[src/rtl/fast_pkg.sv]
// Shared constants for the FAST-9 corner detector pipeline.
package fast_pkg;

    localparam int PIXEL_WIDTH  = 8;
    localparam int CIRCLE_N     = 16;
    localparam int ARC_LEN      = 9;
    localparam int SCORE_WIDTH  = 12;
    localparam int FAST_LATENCY = 8;

endpackage

[src/rtl/fast_arc_detect.sv]
// Flags a run of ARC_LEN set bits anywhere on the circular mask.
module fast_arc_detect
    import fast_pkg::*;
(
    input  logic [CIRCLE_N-1:0] mask_i,
    output logic                arc_o
);

    // Unrolled circle: enough wrap-around bits for every start position.
    logic [CIRCLE_N+ARC_LEN-2:0] ring;

    assign ring = {mask_i[ARC_LEN-2:0], mask_i};

    always_comb begin
        arc_o = 1'b0;
        for (int i = 0; i < CIRCLE_N; i++) begin
            if (&ring[i +: ARC_LEN]) arc_o = 1'b1;
        end
    end

endmodule

[src/rtl/fast_corner_score.sv]
// FAST-9 corner decision and score, 8-stage pipeline:
// threshold/mask, arc, corner delay, four adder levels, max.
module fast_corner_score #(
    parameter int PIXEL_WIDTH = fast_pkg::PIXEL_WIDTH,
    parameter int SCORE_WIDTH = fast_pkg::SCORE_WIDTH
) (
    input  logic                       clk,
    input  logic                       rst_n,
    input  logic                       ce,
    input  logic [PIXEL_WIDTH-1:0]     threshold,
    input  logic                       patch_vld,
    input  logic [PIXEL_WIDTH-1:0]     center,
    input  logic [16*PIXEL_WIDTH-1:0]  circle,
    output logic                       out_vld,
    output logic                       is_corner,
    output logic [SCORE_WIDTH-1:0]     score
);

    import fast_pkg::*;

    localparam int W = PIXEL_WIDTH;

    typedef logic [W-1:0] pix_t;

    logic [W:0]          hi_d;
    logic [W:0]          lo_d;
    logic [CIRCLE_N-1:0] bm_d;
    logic [CIRCLE_N-1:0] dm_d;
    pix_t                bd_d [CIRCLE_N];
    pix_t                dd_d [CIRCLE_N];

    logic [CIRCLE_N-1:0] bm1_q;
    logic [CIRCLE_N-1:0] dm1_q;
    pix_t                bd1_q [CIRCLE_N];
    pix_t                dd1_q [CIRCLE_N];
    pix_t                bd2_q [CIRCLE_N];
    pix_t                dd2_q [CIRCLE_N];
    pix_t                bd3_q [CIRCLE_N];
    pix_t                dd3_q [CIRCLE_N];

    logic [W:0]   bs4_d [8];
    logic [W:0]   ds4_d [8];
    logic [W:0]   bs4_q [8];
    logic [W:0]   ds4_q [8];
    logic [W+1:0] bs5_d [4];
    logic [W+1:0] ds5_d [4];
    logic [W+1:0] bs5_q [4];
    logic [W+1:0] ds5_q [4];
    logic [W+2:0] bs6_d [2];
    logic [W+2:0] ds6_d [2];
    logic [W+2:0] bs6_q [2];
    logic [W+2:0] ds6_q [2];
    logic [W+3:0] bs7_d;
    logic [W+3:0] ds7_d;
    logic [W+3:0] bs7_q;
    logic [W+3:0] ds7_q;
    logic [W+3:0] max_d;

    logic barc;
    logic darc;
    logic c2_q;
    logic c3_q;
    logic c4_q;
    logic c5_q;
    logic c6_q;
    logic c7_q;

    logic                    corner_d;
    logic                    corner_q;
    logic [SCORE_WIDTH-1:0]  score_d;
    logic [SCORE_WIDTH-1:0]  score_q;
    logic [FAST_LATENCY-1:0] vld_q;

    // Bounds kept one bit wider: hi overflow means nothing is bright,
    // lo borrow (lo_d[W]) means nothing is dark.
    always_comb begin
        hi_d = {1'b0, center} + {1'b0, threshold};
        lo_d = {1'b0, center} - {1'b0, threshold};
        for (int i = 0; i < CIRCLE_N; i++) begin
            bm_d[i] = {1'b0, circle[i*W +: W]} > hi_d;
            dm_d[i] = !lo_d[W] && (circle[i*W +: W] < lo_d[W-1:0]);
            bd_d[i] = bm_d[i] ? W'({1'b0, circle[i*W +: W]} - hi_d) : '0;
            dd_d[i] = dm_d[i] ? lo_d[W-1:0] - circle[i*W +: W] : '0;
        end
    end

    fast_arc_detect u_arc_bright (
        .mask_i (bm1_q),
        .arc_o  (barc)
    );

    fast_arc_detect u_arc_dark (
        .mask_i (dm1_q),
        .arc_o  (darc)
    );

    always_comb begin
        for (int i = 0; i < 8; i++) begin
            bs4_d[i] = {1'b0, bd3_q[2*i]} + {1'b0, bd3_q[2*i+1]};
            ds4_d[i] = {1'b0, dd3_q[2*i]} + {1'b0, dd3_q[2*i+1]};
        end
        for (int i = 0; i < 4; i++) begin
            bs5_d[i] = {1'b0, bs4_q[2*i]} + {1'b0, bs4_q[2*i+1]};
            ds5_d[i] = {1'b0, ds4_q[2*i]} + {1'b0, ds4_q[2*i+1]};
        end
        for (int i = 0; i < 2; i++) begin
            bs6_d[i] = {1'b0, bs5_q[2*i]} + {1'b0, bs5_q[2*i+1]};
            ds6_d[i] = {1'b0, ds5_q[2*i]} + {1'b0, ds5_q[2*i+1]};
        end
        bs7_d    = {1'b0, bs6_q[0]} + {1'b0, bs6_q[1]};
        ds7_d    = {1'b0, ds6_q[0]} + {1'b0, ds6_q[1]};
        max_d    = (bs7_q >= ds7_q) ? bs7_q : ds7_q;
        corner_d = vld_q[FAST_LATENCY-2] & c7_q;
        score_d  = corner_d ? SCORE_WIDTH'(max_d) : '0;
    end

    always_ff @(posedge clk or negedge rst_n) begin
        if (!rst_n) begin
            vld_q    <= '0;
            bm1_q    <= '0;
            dm1_q    <= '0;
            bd1_q    <= '{default: '0};
            dd1_q    <= '{default: '0};
            bd2_q    <= '{default: '0};
            dd2_q    <= '{default: '0};
            bd3_q    <= '{default: '0};
            dd3_q    <= '{default: '0};
            bs4_q    <= '{default: '0};
            ds4_q    <= '{default: '0};
            bs5_q    <= '{default: '0};
            ds5_q    <= '{default: '0};
            bs6_q    <= '{default: '0};
            ds6_q    <= '{default: '0};
            bs7_q    <= '0;
            ds7_q    <= '0;
            c2_q     <= 1'b0;
            c3_q     <= 1'b0;
            c4_q     <= 1'b0;
            c5_q     <= 1'b0;
            c6_q     <= 1'b0;
            c7_q     <= 1'b0;
            corner_q <= 1'b0;
            score_q  <= '0;
        end else if (ce) begin
            vld_q    <= {vld_q[FAST_LATENCY-2:0], patch_vld};
            bm1_q    <= bm_d;
            dm1_q    <= dm_d;
            bd1_q    <= bd_d;
            dd1_q    <= dd_d;
            bd2_q    <= bd1_q;
            dd2_q    <= dd1_q;
            bd3_q    <= bd2_q;
            dd3_q    <= dd2_q;
            bs4_q    <= bs4_d;
            ds4_q    <= ds4_d;
            bs5_q    <= bs5_d;
            ds5_q    <= ds5_d;
            bs6_q    <= bs6_d;
            ds6_q    <= ds6_d;
            bs7_q    <= bs7_d;
            ds7_q    <= ds7_d;
            c2_q     <= barc | darc;
            c3_q     <= c2_q;
            c4_q     <= c3_q;
            c5_q     <= c4_q;
            c6_q     <= c5_q;
            c7_q     <= c6_q;
            corner_q <= corner_d;
            score_q  <= score_d;
        end
    end

    assign out_vld   = vld_q[FAST_LATENCY-1];
    assign is_corner = corner_q;
    assign score     = score_q;

endmodule

[config.mk]
export PLATFORM = sky130hd
export DESIGN_NAME = fast_corner_score
export DESIGN_NICKNAME = d
export VERILOG_FILES = /design/src/rtl/fast_pkg.sv /design/src/rtl/fast_arc_detect.sv /design/src/rtl/fast_corner_score.sv
export SDC_FILE = /design/constraint.sdc
export NUM_CORES = 2
export LEC_CHECK = 0
export BUFFER_PORTS_ARGS = -buffer_cell sky130_fd_sc_hd__buf_4
export CAP_MARGIN = 0
export CORE_MARGIN = 10
export CORE_UTILIZATION = 55
export CTS_BUF_LIST = sky130_fd_sc_hd__clkbuf_8
export CTS_CLUSTER_SIZE = 40
export DETAILED_ROUTE_END_ITERATION = 6
export GPL_ROUTABILITY_DRIVEN = 1
export GPL_TIMING_DRIVEN = 1
export PLACE_DENSITY = 0.72
export RECOVER_POWER = 100
export SLEW_MARGIN = 30
export SYNTH_ARGS = -nofsm -noshare
export SYNTH_HDL_FRONTEND = slang
export SYNTH_HIERARCHICAL = 1
export SYNTH_SLANG_ARGS = --single-unit
[constraint.sdc]
create_clock -name clk -period 3 [get_ports clk]
set_clock_uncertainty 0.15 [all_clocks]
set_input_delay 0.9 -clock clk [delete_from_list [all_inputs] [get_ports clk]]
set_output_delay 0.9 -clock clk [all_outputs]
set_load 0.005 [all_outputs]
### Yosys cells after proc, flatten, opt, wreduce, memory -nomap -nowiden

Cells that the tools add are included.

* register bits: 1119
* input bits: 148
* output and inout bits: 14
* logic and storage cells: 351

* add/sub/neg operators: 64
* $lt $le $gt $ge: 33
* multiplexer cells: 66
* bitwise operators: 2
* reduce and logical (&&, ||, !) cells: 49

Operators with widths (number)
* AND reduction 9 bit: 32
* 2-to-1 mux 8 bit: 32
* subtractor 8 bit: 32
* adder 8 x 8 -> 9 bit: 17
* greater-than comparator 8 x 9 -> 1 bit: 16
* < comparator 8 bit: 16
* adder 9 x 9 -> 10 bit: 8
* adder 10 x 10 -> 11 bit: 4
* 2-to-1 mux 1 bit: 32
* adder 11 x 11 -> 12 bit: 2
* 2-to-1 mux 12 bit: 2
* logical AND 1 bit: 16
* >= comparator 12 bit: 1
* subtractor 8 x 8 -> 9 bit: 1
* bitwise AND 1 bit: 1
* zero test 1 bit: 1
* bitwise OR 1 bit: 1

### Depth between registers and ports, before layout

* depth in word-level cells: 18
* mapped depth: 16
* gate-level depth less buffers: 16

### Hierarchy

The synthesis kept the hierarchy.

By module, submodules not included
* fast_corner_score: times used 1, cells an instance 5578, area each 62214.7 um^2, sequential area each 28001.9 um^2
* fast_arc_detect: times used 2, cells an instance 26, area each 147.6 um^2, sequential area each 0.0 um^2

### Least setup slack after synthesis

Ideal clock, no wire load.

* path type: input -> register
* start: in threshold[2]
* end: reg bd1_q[72] (netlist bit)
* library setup time: 78 ps
* data arrival time: 4288 ps
* data required time: 2772 ps
* setup slack: -1516 ps
* cell stages on the path: 15
* buffers on the path: 0
* path through: inv_1 -> ha_1 -> nor2b_1 -> a211o_1 -> a21oi_1 -> nor2_1 -> o21ai_0 -> a21oi_1 -> xnor2_1 -> ha_1 -> nand4_1 -> nor3_1 -> mux2_2 -> a221o_1 -> o2bb2ai_1

* word-level cells in the longest chain between the ends: 3

Ends and longest elaborated chain
* from (decl): RTL line fast_corner_score.sv:10 `input logic [PIXEL_WIDTH-1:0] threshold,`
* adder 8 x 8 -> 9 bit: RTL line fast_corner_score.sv:77 `hi_d = {1'b0, center} + {1'b0, threshold};`
* greater-than comparator 8 x 9 -> 1 bit: RTL line fast_corner_score.sv:80 `bm_d[i] = {1'b0, circle[i*W +: W]} > hi_d;`
* 2-to-1 mux 8 bit: RTL line fast_corner_score.sv:82 `bd_d[i] = bm_d[i] ? W'({1'b0, circle[i*W +: W]} - hi_d) : '0;`
* to (signal assigned): RTL line fast_corner_score.sv:122 `bd1_q <= '{default: '0};`
* to (signal assigned): RTL line fast_corner_score.sv:148 `bd1_q <= bd_d;`
* to (decl): RTL line fast_corner_score.sv:34 `pix_t bd1_q [CIRCLE_N];`

Every way passes these cells.
A chain may end at the register's enable or synchronous reset.

### Worst setup path in the final report

* start: in threshold[0]
* end: reg bd1_q[102] (netlist bit)

* word-level cells in the longest chain between the ends: 3
* elaborated cells between the ends (all ways): 4
* classes of those cells: 2 x add/sub; 1 x order compare; 1 x mux

Ends and longest elaborated chain (RTL line)
* adder 8 x 8 -> 9 bit *: fast_corner_score.sv:77
* subtractor 8 bit or greater-than comparator 8 x 9 -> 1 bit (tied branches): fast_corner_score.sv:82, fast_corner_score.sv:80
* 2-to-1 mux 8 bit *: fast_corner_score.sv:82

Mark *: on every way between the ends. The rest lies on a longest branch, timed or not.

==> results.toml <==
[layout]
drive_above_1_share = 0.3640
fin_util = 0.7127
finalNetCount = 7381
area_delta_synth_final_pct = 28.44

[clocking]
cts_tree = "done"
clk_pin_slew_ns = 0.06
cts_made_buffers = 186
ctsLongestPathBuffers = 3
clkSinkCount = 1119
cts-root-buf = "clkbuf_8"
htree_levels = 4
clk_latency_ns = 0.89

[pwr]
finalPower_w = 0.06127
ir_worst_vdd_mv = 0.6090
powerDensity_nw_per_um2 = 763.2
p_leak_nw = 39.35

[setup_path]
max_stage_delay_ns = 0.35
r2r_cells = 10
worst_setup_path_start_kind = "input pin"
path_class = "input pin to flip-flop"
critPathMaxFanout = 8
crit_arrival_ns = 3.92
crit_top_cell = "buf_6"
slowest_stage = "fa_2"
required_ns = 3.59
crit_chain = "buf_8 -> buf_6 -> ha_4 -> fa_2 -> buf_6 -> xor2_4 -> clkbuf_16 -> buf_6 -> ha_4 -> o21a_1 -> o31ai_4 -> a21oi_2 -> maj3_2 -> a31oi_1 -> a311o_2 -> o2bb2ai_1"
endpoint_kind = "flip-flop"

[route]
wire_per_inst_um = 22.64
first_pass_iters = 7
drt_iter0_drc = 3719
vias = 48870
antenna_left = 0
viasPerCell = 5.883
routed_wl_mm = 188.1
drc_errors = 1

[place]
io_buffers = 161
pre_cts_ws_ns = -1.328
routabilityCongestion = 0.9701
dp_hpwl_mm = 135.3

[hold_path]
hold_depth = 2
holdCritPathClass = "input pin to flip-flop"

[global_route]
grt_first_pass_wirelength_mm = 281.1
gr-total-overflow = 0
grt_max_degree = 159
antenna_found_initial = 10
first_global_vias = 49510
grt_use_total = 0.2823

[floorplan]
die_area_sq_um = 127500
die_x_um = 357.1
std_cell_rows = 123
start_util = 0.5549
ios = 162
core_region_area_sq_um = 112700
die_y_um = 357.1

[logic_synthesis]
async_flop_share = 1.000
synth_common_cells = "dfrtp_1, mux2_2, inv_1"
synth_top_cell_by_area = "dfrtp_1"
synth_area_leaders = "dfrtp_1, mux2_2, ha_1"
synth.most_common_cell = "dfrtp_1"
synth.avg_cell_area_sq_um = 11.10
yosysWarnings = 6
yosysSeqAreaShare = 0.4480
ys_ff_latch = 1119
synthesis.nets = 6356
syn-cell-area_sq_um = 62510
synth_ff_type = "dfrtp_1"
synth-edff-count = 0
netlist.area_leader.share = 0.4480
yosysUniqueCellTypes = 74
syn_inst = 5630

[run_status]
violations = "design-rule violations, negative setup slack"
status = "finished with violations"

[timing]
setup_viol = 288
finalHoldViolations = 0
relSlewSlack = 0.2111
period_share = 1.109
report.final.slew_viol_count = 0
tightest_slew_ns = 1.183
finalCriticalPeriod_ns = 3.327
fmax_mhz = 300.6
rsz0062_at_grt = "true"
setup_ws_ns = -0.3271

[job]
cap_violations = 0
cell families (layout without fill, tap and decap cells):
| kind of cell | count (synthesis) | in the layout | share of synthesized area |
|---|---|---|---|
| and+or+nand+nor | 934 | 934 | 0.07596 |
| DFF | 1119 | 1119 | 0.4480 |
| AOI/OAI and AO/OA | 1347 | 1354 | 0.1505 |
| muxes | 651 | 651 | 0.1166 |
| buffers and inverters | 702 | 1868 | 0.04305 |
| other | 0 | 3 | 0 |
| xor gates and xnor gates | 273 | 273 | 0.03825 |
| adders and majority gates | 604 | 604 | 0.1277 |
where the power goes:
| part | switching (W) | total [W] | internal (W) |
|---|---|---|---|
| Clock | 0.00630 | 0.0139 | 0.00764 |
| Sequential | 0.00300 | 0.0219 | 0.0189 |
| Combinational | 0.0128 | 0.0255 | 0.0126 |
| Total | 0.0221 | 0.0613 | 0.0391 |
layout by cell type, fill, tap and decap left out, types with 34 or more instances in the layout:
master     count
o2bb2ai_1    113
nor2b_1       53
ha_4          99
o2bb2ai_2    104
a21oi_2       46
xnor2_1      189
a21o_1       124
xor2_1        64
inv_1        564
nand2_1      229
a21boi_0      71
o31ai_1       65
dfrtp_1     1119
a21oi_1      129
buf_12        68
o21ai_1       67
mux2i_1       34
o21ai_0      203
ha_1         414
nand2b_1      62
a31oi_1       69
nor2_1       220
fa_1          45
or3_1         36
o21ai_2       55
buf_4        866
clkbuf_8     235
nand4_1       84
buf_6         64
nor3_1        55
mux2_2       615
layout make-up:
class / count / area (sq um)
clock buffers: 235 / 3234
flip-flops and latches: 1119 / 28000
multi-input cells: 3816 / 35630
repair buffers: 1016 / 8924
diodes: 3 / 7.507
clock inverters: 101 / 635.6
well taps: 1500 / 1877
inverters: 516 / 1974
fillers: 7897 / 32360
flip-flops by register name, indices dropped and copies added (netlist names), 8 cells and up:
name and flops:
bd1_q 128, bd2_q 128, bd3_q 128, dd1_q 128
dd2_q 128, dd3_q 128, bs4_q 72, ds4_q 72
bs5_q 40, ds5_q 40, bs6_q 22, ds6_q 22
bm1_q 16, dm1_q 16, bs7_q 12, ds7_q 12
score 12, vld_q 8
worst paths after layout:
kind                         startpoint         end  slack [ns]
max                        threshold[0]  bd1_q[102]       -0.33
min                           patch_vld    vld_q[0]        0.11
max reg2reg                    ds5_q[0]   ds6_q[10]        0.16
min reg2reg                   dd2_q[17]   dd3_q[17]        0.33
max in group asynchronous         rst_n   dd2_q[85]        1.31
min in group asynchronous         rst_n    vld_q[1]        0.47
metrics by stage:
| step | cells | TNS (ns) | area [sq um] | hold slack (ns) |
|---|---|---|---|---|
| final | 8306 | -58.97 | 80290 | 0.1070 |
| after CTS | 8251 | -18.66 | 77850 | 0.06441 |
| after floorplan | 5630 | -306.03 | 63070 | 0.2992 |
| after global routing | 8305 | -71.49 | 80290 | 0.07206 |
| after detailed placement | 7841 | -348.51 | 71700 | 0.3177 |
| after global placement | 7840 | -371.98 | 71670 | 0.3117 |
timing repair:
action,4_1_cts,5_1_grt
hold endpoints to repair,19,0
endpoints found under the setup margin,288,290
gates resized for setup,317,346
hold buffers,1,0
buffers inserted,69,50
pin swaps,145,185
gates cloned,8,4
layer usage:
layer,global-route usage,up-vias,share of wire
met5,0,-,0.00027
met4,0.1380,8,0.054
met3,0.04771,491,0.057
met2,0.4647,1548,0.47
met1,0.3600,24370,0.42
li1,-,22450,-
worst max-delay path, delay by kind of cell:
family	cells	cell delay, ns
AO/OA/AOI/OAI	6	0.92
XOR/XNOR	1	0.31
adder cells (fa/ha/maj)	4	1.04
buffers and inverters	5	0.74
No activity file was read; power rests on OpenSTA's default activity.
